$ cat config.mk
export PLATFORM = sky130hd
export DESIGN_NAME = tm1638_frame_sequencer
export DESIGN_NICKNAME = d
export VERILOG_FILES = /design/src/rtl/tm1638_pkg.sv /design/src/rtl/tm1638_half_tick.sv /design/src/rtl/tm1638_frame_sequencer.sv
export SDC_FILE = /design/constraint.sdc
export NUM_CORES = 1
export LEC_CHECK = 0
export CORE_MARGIN = 2
export CORE_UTILIZATION = 25
export CTS_CLUSTER_SIZE = 25
export DETAILED_ROUTE_END_ITERATION = 12
export DONT_BUFFER_PORTS = 1
export GPL_TIMING_DRIVEN = 0
export REMOVE_ABC_BUFFERS = 1
export SETUP_SLACK_MARGIN = 0.05
export SLEW_MARGIN = 20
export SYNTH_ARGS = -nofsm -noshare
export SYNTH_HDL_FRONTEND = slang
export SYNTH_HIERARCHICAL = 1
export SYNTH_SLANG_ARGS = --single-unit
$ cat constraint.sdc
create_clock -name clk -period 5.6 [get_ports clk]
set_input_delay 1.12 -clock clk [delete_from_list [all_inputs] [get_ports clk]]
set_output_delay 1.12 -clock clk [all_outputs]
set_load 0.005 [all_outputs]
$ cat src/rtl/tm1638_pkg.sv
// Shared constants, FSM state encoding and frame-byte lookup for the TM1638 frame sequencer.
// Optional build macro TM1638_AUTO_REFRESH_EN is consumed by tm1638_frame_sequencer only.
package tm1638_pkg;

    localparam logic [7:0] CMD_DATA_AUTOINC = 8'h40;
    localparam logic [7:0] CMD_ADDR0        = 8'hC0;
    localparam logic [7:0] CMD_DISP_BASE    = 8'h80;
    localparam int         NUM_BYTES        = 16;
    localparam logic [1:0] LAST_TRANS       = 2'd2;

    typedef enum logic [2:0] {
        IDLE,
        LEAD,
        BIT,
        TRAIL,
        GAP
    } state_t;

    // Byte idx of transaction trans; in T1, idx 0 is the address command and idx k is display byte k-1.
    function automatic logic [7:0] frame_byte(
        input logic [1:0]   trans,
        input logic [4:0]   idx,
        input logic [127:0] seg,
        input logic [2:0]   bright,
        input logic         disp_on
    );
        logic [3:0] k;
        logic [7:0] b;
        k = idx[3:0] - 4'd1;
        case (trans)
            2'd0:    b = CMD_DATA_AUTOINC;
            2'd1:    b = (idx == 5'd0) ? CMD_ADDR0 : seg[{k, 3'b000} +: 8];
            default: b = CMD_DISP_BASE | {4'b0000, disp_on, bright};
        endcase
        return b;
    endfunction

endpackage

$ cat src/rtl/tm1638_half_tick.sv
// Half-period timebase: counts 0..CLK_DIV-1 while enabled and flags the last count as a tick.
// Not affected by TM1638_AUTO_REFRESH_EN.
module tm1638_half_tick #(
    parameter int CLK_DIV = 25
) (
    input  logic clk,
    input  logic RST,
    input  logic en,
    input  logic clr,
    output logic tick
);

    localparam int         W    = (CLK_DIV > 1) ? $clog2(CLK_DIV) : 1;
    localparam logic [W-1:0] LAST = W'(CLK_DIV - 1);

    logic [W-1:0] cnt;

    // NOTE: registers are written with <= so every flop samples pre-edge values, independent of block order.
    always_ff @(posedge clk) begin
        if (RST || clr) begin
            cnt <= '0;
        end else if (en) begin
            cnt <= (cnt == LAST) ? '0 : cnt + W'(1);
        end
    end

    assign tick = en && (cnt == LAST);

endmodule

$ cat src/rtl/tm1638_frame_sequencer.sv
// Sends one TM1638 display frame (data cmd, address + 16 bytes, display control) per request.
// Define TM1638_AUTO_REFRESH_EN to restart frames automatically REFRESH_CYCLES idle cycles after done.
module tm1638_frame_sequencer
    import tm1638_pkg::*;
#(
    parameter int CLK_DIV        = 25,
    parameter int REFRESH_CYCLES = 50000
) (
    input  logic         clk,
    input  logic         RST,
    input  logic         start,
    input  logic [127:0] seg_data,
    input  logic [2:0]   brightness,
    input  logic         display_on,
    output logic         stb,
    output logic         sclk,
    output logic         dio,
    output logic         busy,
    output logic         done
);

    if (CLK_DIV < 2 || REFRESH_CYCLES < 1) begin : g_bad_param
        $error("tm1638_frame_sequencer: CLK_DIV must be >= 2 and REFRESH_CYCLES >= 1");
    end

    state_t       state;
    logic         second_half;
    logic [2:0]   bit_cnt;
    logic [4:0]   byte_cnt;
    logic [1:0]   trans;
    logic [127:0] seg_q;
    logic [2:0]   bright_q;
    logic         on_q;

    logic         tick;
    logic         tick_en;
    logic         tick_clr;
    logic         go;

    assign tick_en  = (state != IDLE);
    assign tick_clr = (state == IDLE);

    tm1638_half_tick #(
        .CLK_DIV (CLK_DIV)
    ) u_half_tick (
        .clk  (clk),
        .RST  (RST),
        .en   (tick_en),
        .clr  (tick_clr),
        .tick (tick)
    );

    logic [4:0] last_byte;
    logic       last_bit;
    logic [2:0] nxt_bit_cnt;
    logic [4:0] nxt_byte_cnt;
    logic [7:0] cur_byte;
    logic [7:0] nxt_byte;
    logic       cur_dio;
    logic       nxt_dio;

    // NOTE: every always_comb output gets a default up front so no path can infer a latch.
    always_comb begin
        last_byte    = (trans == 2'd1) ? 5'(NUM_BYTES) : 5'd0;
        last_bit     = (bit_cnt == 3'd7) && (byte_cnt == last_byte);
        nxt_bit_cnt  = bit_cnt + 3'd1;
        nxt_byte_cnt = (bit_cnt == 3'd7) ? byte_cnt + 5'd1 : byte_cnt;
        cur_byte     = frame_byte(trans, byte_cnt, seg_q, bright_q, on_q);
        nxt_byte     = frame_byte(trans, nxt_byte_cnt, seg_q, bright_q, on_q);
        cur_dio      = cur_byte[bit_cnt];
        nxt_dio      = nxt_byte[nxt_bit_cnt];
    end

`ifdef TM1638_AUTO_REFRESH_EN
    localparam int IDLE_W = $clog2(REFRESH_CYCLES + 1);

    logic [IDLE_W-1:0] idle_cnt;
    logic              armed;
    logic              frame_end;
    logic              refresh_fire;

    assign frame_end    = (state == GAP) && tick && second_half && (trans == LAST_TRANS);
    assign refresh_fire = armed && (idle_cnt == IDLE_W'(REFRESH_CYCLES));
    assign go           = start || refresh_fire;

    // Counts only after the first completed frame; any accepted frame restarts the wait.
    always_ff @(posedge clk) begin
        if (RST) begin
            idle_cnt <= '0;
            armed    <= 1'b0;
        end else begin
            if (frame_end) begin
                armed <= 1'b1;
            end
            if (state != IDLE || go) begin
                idle_cnt <= '0;
            end else if (armed && !refresh_fire) begin
                idle_cnt <= idle_cnt + IDLE_W'(1);
            end
        end
    end
`else
    assign go = start;
`endif

    // NOTE: the shadow registers are reset too, so a frame never serialises X after power-up.
    always_ff @(posedge clk) begin
        if (RST) begin
            state       <= IDLE;
            second_half <= 1'b0;
            bit_cnt     <= '0;
            byte_cnt    <= '0;
            trans       <= '0;
            seg_q       <= '0;
            bright_q    <= '0;
            on_q        <= 1'b0;
            stb         <= 1'b1;
            sclk        <= 1'b1;
            dio         <= 1'b1;
            busy        <= 1'b0;
            done        <= 1'b0;
        end else begin
            done <= 1'b0;
            case (state)
                IDLE: begin
                    if (go) begin
                        seg_q       <= seg_data;
                        bright_q    <= brightness;
                        on_q        <= display_on;
                        state       <= LEAD;
                        second_half <= 1'b0;
                        bit_cnt     <= '0;
                        byte_cnt    <= '0;
                        trans       <= '0;
                        stb         <= 1'b0;
                        sclk        <= 1'b1;
                        dio         <= 1'b1;
                        busy        <= 1'b1;
                    end
                end
                LEAD: begin
                    if (tick) begin
                        state       <= BIT;
                        second_half <= 1'b0;
                        sclk        <= 1'b0;
                        dio         <= cur_dio;
                    end
                end
                BIT: begin
                    if (tick) begin
                        if (!second_half) begin
                            second_half <= 1'b1;
                            sclk        <= 1'b1;
                        end else if (last_bit) begin
                            state    <= TRAIL;
                            dio      <= 1'b1;
                            bit_cnt  <= '0;
                            byte_cnt <= '0;
                        end else begin
                            // dio only moves together with the falling sclk edge.
                            second_half <= 1'b0;
                            sclk        <= 1'b0;
                            dio         <= nxt_dio;
                            bit_cnt     <= nxt_bit_cnt;
                            byte_cnt    <= nxt_byte_cnt;
                        end
                    end
                end
                TRAIL: begin
                    if (tick) begin
                        state       <= GAP;
                        second_half <= 1'b0;
                        stb         <= 1'b1;
                    end
                end
                GAP: begin
                    if (tick) begin
                        if (!second_half) begin
                            second_half <= 1'b1;
                        end else if (trans == LAST_TRANS) begin
                            state       <= IDLE;
                            second_half <= 1'b0;
                            busy        <= 1'b0;
                            done        <= 1'b1;
                        end else begin
                            state       <= LEAD;
                            second_half <= 1'b0;
                            trans       <= trans + 2'd1;
                            stb         <= 1'b0;
                        end
                    end
                end
                default: state <= IDLE;
            endcase
        end
    end

endmodule
==> flow_summary.ini, run 1 <==
[status]
status = completed

[placed_design]
dpl.cell_count = 1428
dp_hpwl_um = 18700
place_congestion = 0.912
pre_cts_slack_ns = 0.415
port_buffers = 0

[worst_hold_path]
hold_path.startpoint = seg_q[113]
holdCritPathClass = reg -> reg

[logic_synthesis]
synthArstFlopShare = 0
synth_most_common_cell = nand2_1
synth_edf_count = 0
yosysWarnings = 6
yosysTopAreaCell = dfxtp_1
syn_area_per_cell_um2 = 8.11
yosys_most_used_dff = dfxtp_1
netlist_area_um2 = 8540
synth_cell_type_count = 67
ys_top_cells_by_count = 328 x nand2_1, 157 x a21oi_1, 156 x dfxtp_1
synthCells = 1053
synth_seq_area_share = 0.366
yosysTopAreaCellShare = 0.366
synth_seq_cells = 156
synthTopCellsByArea = dfxtp_1 37%, nand2_1 14%, mux4_2 10%

[route]
drc = 0
vias = 7321
viasPerCell = 5.01
met2_length_um = 12200
drt_iter0_markers = 440
routed-wl-met3_um = 1150
wl_per_cell_um = 17.8
totalWireLength_um = 26000
wl_met1_um = 12300
top_layer = met4
ant_nets = 0
dr.pass1.iters = 7

[sta]
period_needed_ns = 5.06
finalHoldViolations = 0
worst_slack_ns = 0.540
timing.final.crit_share = 0.904
drv_slew = 0
fin_worst_skew_ns = 0.0204
fmax_mhz = 198
setup_viol = 0
tightest_slew_ns = 1.00
rsz0062_at_grt = no
relSlewSlack = 0.328

[global_routing]
grt_pass1_vias = 7121
track_usage = 0.145
grt_pass1_wl_um = 40300
grt_max_degree = 155
antenna_found_initial = 0
grt.overflow.total = 0

[clock_network]
clockBufferDepth = 2
clock-root-buffer = clkbuf_16
cts_buffers = 17
cts_resized = 0
cts.hold.buffers_added = 0
path_clk_slew_ns = 0.07
cts.sinks = 156
cts_setup_buffers = 0
cts_tree = built
clock_latency_ns = 0.43
ctsHtreeMaxLevel = 4

[power]
leakagePower_nw = 3.37
powerDensity_nw_per_um2 = 277
vdd_drop_max_mv = 0.156

[critical_path]
cp.arrival_ns = 5.41
path_class = reg -> reg
cp-startpoint = byte_cnt[0]
r2r_slack_ns = 0.54
cp_data_required_time_ns = 5.95
r2r_cells = 11
rr_endpoint = dio
crit_fanout = 32
r2r_start = byte_cnt[0]
crit_path_end_kind = register
cp-start-kind = register
critPathCapture = dio

[layout]
syn2layout_area_growth_pct = 12.8
final_nets = 1144
layoutNonFillerInstCount = 1460
final_core_util = 0.287
drive_gt1_frac = 0.107
insertedDiodeCount = 0
fillers = 3585

[die]
start_util = 0.254
fp.dieH_um = 189
ioPinCount = 140
rows = 67
coreArea_um2 = 33600
dieArea_um2 = 35700
die_width_um = 189

[run]
cap_violations = 0
-- worst max-delay path, stage by stage, from the launching register on --
cell and delay, ns:
dfxtp_4 0.79, inv_1 0.34, ha_2 0.52, buf_12 0.24, mux2_1 0.68, nor4_2 0.56
xor2_4 0.60, mux4_2 0.42, mux2_2 0.31, a31oi_1 0.22, o22ai_1 0.12, a31oi_1 0.17
-- stage by stage --
stage	setup TNS [ns]	hold slack [ns]	area, um2	power [mW]
final	0	0.466	9640	2.67
after detailed placement	0	0.455	9040	1.50
after floorplan	-0.455	0.434	8180	1.42
after global routing	0	0.478	9640	2.78
after CTS	0	0.465	9640	2.69
after global placement	-9.43	0.449	8740	1.49
-- state kept, by name (all words and copies together), names as in the netlist, 2 cells and up --
name,count
seg_q,128
byte_cnt,5
u_half_tick/cnt,5
bit_cnt,3
bright_q,3
state,3
trans,2
-- worst min path at each step --
stage / slack (ns) / cells after the start / endpoint
finish: 0.47 / 2 / seg_q[113]
detailed placement: 0.46 / 2 / seg_q[67]
global route: 0.48 / 2 / seg_q[15]
global placement: 0.45 / 2 / seg_q[79]
CTS: 0.46 / 2 / seg_q[67]
floorplan: 0.43 / 2 / seg_q[69]
-- per-layer routing --
metal,global-route usage,vias to the layer above
met5,0,-
met2,0.235,192
met4,0.0400,0
met1,0.199,3532
li1,-,3575
met3,0.0244,22
-- cells in the final DEF (no fill, tap or decap), types with 11 or more instances in the layout --
cell         n
a21oi_1    157
clkbuf_16   17
dfxtp_1    155
inv_1       13
mux2i_1     41
mux4_2      39
nand2_1    327
nand3_1     21
nor2_1      43
nor3_1      11
o21ai_0     15
-- cells by family (layout without fill, tap and decap cells) --
logic type / count (synthesis) / count (layout) / share of synthesized area
buf+inv: 97 / 56 / 0.0476
compound gates: 234 / 234 / 0.158
flops: 156 / 156 / 0.366
mux: 95 / 95 / 0.178
xor+xnor: 14 / 14 / 0.0196
simple gates: 447 / 447 / 0.217
fa+ha+maj: 10 / 10 / 0.0146
-- report_power, final --
group / switching [mW] / total [mW] / internal (mW)
sequential: 0.0552 / 1.23 / 1.18
combinational: 0.133 / 0.237 / 0.104
clock: 0.519 / 1.20 / 0.678
-- area by class of cell --
type	instances	area [um2]	share of cell area
inverter	13	48.8	0.00506
multi-input combinational	800	5070	0.526
sequential	156	3130	0.325
clock inverter	14	158	0.0164
clock buffer	18	439	0.0456
tap	448	561	0.0582
timing repair buffer	11	235	0.0244
Note: power is estimated with default switching activity, not from simulation.
==> inputs of run 2 (changes only) <==
HOLD_SLACK_MARGIN = 0.05   (was not set)
PLACE_DENSITY = 0.45   (was not set)
SETUP_SLACK_MARGIN = 0.2   (was 0.05)
==> flow_summary.ini, run 2 (synthesized netlist as in run 1, its figures left out) <==
[power]
vdd_drop_max_mv = 0.168
finalPower_mw = 2.69
powerDensity_nw_per_um2 = 278
leakagePower_nw = 3.37

[layout]
layout_commonest_cell = nand2_1
largestRegisters = seg_q (128), byte_cnt (5), u_half_tick/cnt (5)
drive_gt1_frac = 0.106
top_register = seg_q
syn2layout_area_growth_pct = 13.3
ff_latch_area_um2 = 3130
fillers = 3625
insertedDiodeCount = 0
largest_register_ffs = 128
fin_area_um2 = 9680
final_nets = 1146
final_cell_mix = 327 x nand2_1, 157 x a21oi_1, 155 x dfxtp_1, 43 x nor2_1, 41 x mux2i_1
multiInputGateArea_um2 = 5070

[sta]
fin_worst_skew_ns = 0.00792
drv_slew = 0
period_needed_ns = 4.91
hold_slack_ns = 0.467
relSlewSlack = 0.303
fmax_mhz = 204
setup_viol = 0
tightest_slew_ns = 1.04
tns_ns = 0
finalHoldViolations = 0
timing.final.crit_share = 0.877
rsz0062_at_grt = no
worst_slack_ns = 0.686

[clock_network]
cts_buffers = 17
ctsHtreeMaxLevel = 4
clockBufferDepth = 2
cts.sinks = 156
clock_latency_ns = 0.43
path_clk_slew_ns = 0.07
clock-root-buffer = clkbuf_16
cts_tree = built

[worst_hold_path]
min_to = seg_q[75]
holdCritPathClass = reg -> reg
hold_path.startpoint = seg_q[75]
whs_path_depth = 2

[die]
rows = 67
die_width_um = 189
dieArea_um2 = 35700
coreArea_um2 = 33600
fp.dieH_um = 189
start_util = 0.254
ioPinCount = 140

[critical_path]
path_class = reg -> reg
cp_data_required_time_ns = 5.95
cp.arrival_ns = 5.27
crit_path_end_kind = register
rr_endpoint = dio
cp-start-kind = register
r2r_start = byte_cnt[0]
r2r_cells = 11
crit_fanout = 20
r2r_slack_ns = 0.69

[placed_design]
dp_hpwl_um = 19000
place_congestion = 0.803
place_area_um2 = 9050
pre_cts_slack_ns = 0.0737
port_buffers = 0

[route]
dr.pass1.iters = 5
viasPerCell = 5.00
drc = 0
drt_iter0_markers = 525
wl_per_cell_um = 18.7
vias = 7304
ant_nets = 0
totalWireLength_um = 27300

[global_routing]
track_usage = 0.153
grt_max_degree = 155
grt_pass1_wl_um = 42300
grt.overflow.total = 0
antenna_found_initial = 1
grt_pass1_vias = 7233

[run]
cap_violations = 0

[status]
status = completed
[run 2: cell count changes in the layout (fill, tap and decap cells not counted), sizes merged]
cell	change
buf	+2
bufinv	+1
clkinv	-2
inv	-3
clkinvlp	+2
clkbuf	+2
[run 2: how the worst max path moves through the flow]
stage                      from  end  slack, ns  depth (start not counted)
global route        byte_cnt[0]  dio       0.36                         11
global placement    byte_cnt[0]  dio      -4.80                         10
finish              byte_cnt[0]  dio       0.69                         11
detailed placement  byte_cnt[0]  dio       0.07                         11
CTS                 byte_cnt[0]  dio       0.28                         11
floorplan           byte_cnt[0]  dio      -0.45                         10
[run 2: through the flow]
| step | util | cells |
|---|---|---|
| 6_report | 0.288 | 1462 |
| 2_1_floorplan | - | 969 |
| 4_1_cts | 0.287 | 1461 |
| 3_5_place_dp | 0.269 | 1429 |
| 3_3_place_gp | 0.260 | 1417 |
| 5_1_grt | 0.288 | 1462 |
[run 2: cell type report]
| class | instances | share of cell area |
|---|---|---|
| tap | 448 | 0.0579 |
| inverter | 13 | 0.00504 |
| timing repair buffer | 13 | 0.0283 |
| clock inverter | 12 | 0.0168 |
| multi-input combinational | 800 | 0.524 |
| sequential | 156 | 0.323 |
| clock buffer | 20 | 0.0451 |
[run 2: routing by layer]
| metal | GRT usage | share of wire | up-vias |
|---|---|---|---|
| li1 | - | - | 3582 |
| met1 | 0.210 | 0.49 | 3521 |
| met2 | 0.239 | 0.45 | 168 |
| met3 | 0.0335 | 0.043 | 31 |
| met4 | 0.0517 | 0.022 | 2 |
| met5 | 0 | 0.00059 | - |
[run 2: repair_timing]
action / in CTS / in global routing
endpoints found under the setup margin: 1 / 1
hold buffers: 0 / 0
setup buffers: 0 / 1
hold endpoints to repair: 0 / 0
gates resized for setup: 1 / 0
[run 2: critical path: stages (launching register included)]
cell     delay (ns)
dfxtp_4        0.63
inv_1          0.28
ha_2           0.61
buf_16         0.28
mux2_1         0.69
nor4_2         0.56
xor2_4         0.59
mux4_2         0.42
mux2_2         0.31
a31oi_1        0.17
o22ai_1        0.10
a31oi_1        0.19
[run 2: report_power, final]
group | switching, mW | internal [mW] | leakage (nW) | total [mW]
Sequential | 0.0543 | 1.18 | 1.28 | 1.23
Clock | 0.514 | 0.707 | 0.274 | 1.22
Combinational | 0.134 | 0.103 | 1.82 | 0.236
==> patch, RTL diff (flow settings as in run 1) <==
`CLK_DIV` is set to 25 in 2 places; all go to 50.
--- a/src/rtl/tm1638_half_tick.sv
+++ b/src/rtl/tm1638_half_tick.sv
@@ -1,7 +1,7 @@
 // Half-period timebase: counts 0..CLK_DIV-1 while enabled and flags the last count as a tick.
 // Not affected by TM1638_AUTO_REFRESH_EN.
 module tm1638_half_tick #(
-    parameter int CLK_DIV = 25
+    parameter int CLK_DIV = 50
 ) (
     input  logic clk,
     input  logic RST,
--- a/src/rtl/tm1638_frame_sequencer.sv
+++ b/src/rtl/tm1638_frame_sequencer.sv
@@ -3,7 +3,7 @@
 module tm1638_frame_sequencer
     import tm1638_pkg::*;
 #(
-    parameter int CLK_DIV        = 25,
+    parameter int CLK_DIV        = 50,
     parameter int REFRESH_CYCLES = 50000
 ) (
     input  logic         clk,
Formal check against the unedited RTL: same outputs for any inputs over 10 cycles, from zero or initial values and one cycle with RST high; that may be too few to reach the edited logic, so the function may still have changed.
==> patch against run 1 <==
  * Sequential cell count is 1 higher
  * Total power grew 1.3%
  * Sequential share of layout area up 0.052 points
  * Routed wire length increased by 2.2%
  * Highest routed layer unchanged
  * Fmax shrank 1.6%
  * Count of clock-buffer cells in the layout grew 2
  * Design area is 0.48% higher
  * Hold slack got worse by 0.0030 ns
  * Area after synthesis up 0.62%
  * Worst setup slack worse by 0.082 ns
  * Global-route usage increased by 0.22 points
  * Largest power group unchanged
==> patch: results (changes against run 1) <==
Critical path
  – CP max stage delay: 0.81 ns (+0.02 ns)
  – Crit path DAT: 5.50 ns (+0.09 ns)

Timing
  – Clk_skew: 0.0119 ns (-0.00852 ns)
  – Worst Tran Pin Value: 1.02 ns (+0.0119 ns)

Global routing
  – GR Util met1: 19.3% (-0.66 points)
  – Largest net degree at the start of global routing: 154 (-0.65%)
  – GR Util met2: 24.0% (+0.45 points)
  – Grt met3 use: 3.32% (+0.88 points)
  – Initial antenna violation count: 0 (unchanged)
  – Number of global-route vias before repair: 7165 (+0.62%)
  – Gr usage total: 14.7% (+0.22 points)
  – First-pass GRT wire length: 40600 µm (+0.57%)

Synthesis
  – Adder-cell area share of the yosys netlist: 1.46% (-0.0090 points)
  – Synth cell count leaders: nand2_1 (328), a21oi_1 (157), dfxtp_1 (157)
  – Yosys cell types: 70 (+4.5%)
  – XOR/XNOR Fraction of Synth Area: 1.95% (-0.012 points)
  – Seq/Total Area, Yosys: 36.6% (about the same)
  – Compound-gate portion of the synthesized area: 16.0% (+0.19 points)
  – Mean post-synth cell area: 8.13 µm² (+0.23%)
  – Synth top area cells: dfxtp_1 (37%), nand2_1 (14%), mux4_2 (10%)
  – Mux contribution to synthesized area: 17.5% (-0.23 points)

Outcome
  – Status: complete, no violations

Power and ir drop
  – Worst VDD drop: 184 µV (+18%)
  – P_int: 2010 µW (+2.8%)
  – Leak: 0.00339 µW (+0.62%)

Route
  – Met3 routed WL: 1210 µm (+4.7%)
  – Met2 WL: 12400 µm (+1.4%)
  – Vias per cell: 5.06 (+0.84%)
  – Wire per inst: 18.1 µm (+1.8%)
  – Final Routed Wirelength: 26500 µm (+2.2%)
  – Starting DRC count in detailed routing: 518 (+18%)
  – Met1 WL: 12400 µm (+0.59%)

Place
  – GP Congestion: 0.899 (-1.5%)
  – Hpwl dp: 19000 µm (+1.2%)
  – Total placed cells including tap cells: 1433 (+0.35%)
  – Place WS: 0.408 ns (-0.00719 ns)

Floorplan
  – Die area: 0.0359 mm² (+0.60%)

Finish
  – Top flop regs: seg_q: 128 flops, u_half_tick/cnt: 6 flops, byte_cnt: 5 flops
  – FILL cells: 3637 (+1.5%)
  – Share of layout cells above drive strength 1: 10.9% (+0.25 points)
## patch: critical path, delay by kind of cell, from the launching register on
| kind | cells | cell delay (ns) |
|---|---|---|
| AND/OR/NAND/NOR | 1 | 0.57 |
| flip-flops | 1 | 0.81 |
| multiplexers | 3 | 1.43 |
| buffers and inverters | 2 | 0.59 |
| XOR/XNOR | 1 | 0.65 |
| AO/OA/AOI/OAI | 3 | 0.46 |
| adder cells (fa/ha/maj) | 1 | 0.51 |
## patch: power by group through the flow
stage | Clock [µW] | Combinational (µW) | Sequential (µW)
after floorplan | 0 | 182 | 1240
after global placement | 0 | 236 | 1260
after detailed placement | 0 | 239 | 1260
after CTS | 1270 | 240 | 1240
after global routing | 1310 | 267 | 1250
final | 1230 | 235 | 1240
## patch: area by class of cell
cell class | instances | area, µm² | share of cell area [%]
tap | 448 | 561 | 5.79
inverter | 12 | 45.0 | 0.465
clock buffer | 20 | 457 | 4.72
clock inverter | 11 | 158 | 1.63
timing repair buffer | 12 | 209 | 2.16
antenna | 1 | 2.50 | 0.0258
multi-input combinational | 804 | 5100 | 52.7
sequential | 157 | 3150 | 32.5
## patch: cell families (layout without fill, tap and decap cells)
| family | count (synthesis) | in the layout |
|---|---|---|
| xor+xnor | 14 | 14 |
| simple gates | 449 | 449 |
| fa+ha+maj | 10 | 10 |
| mux | 94 | 94 |
| flops | 157 | 157 |
| buf+inv | 96 | 55 |
| other cells | 0 | 1 |
| compound gates | 237 | 237 |
## patch: final timing paths
path | startpoint | end | slack (ns) | depth (start not counted)
max reg2reg | byte_cnt[0] | dio | 0.46 | 11
min reg2reg | seg_q[107] | seg_q[107] | 0.46 | 2
min | seg_q[107] | seg_q[107] | 0.46 | 2
max | byte_cnt[0] | dio | 0.46 | 11
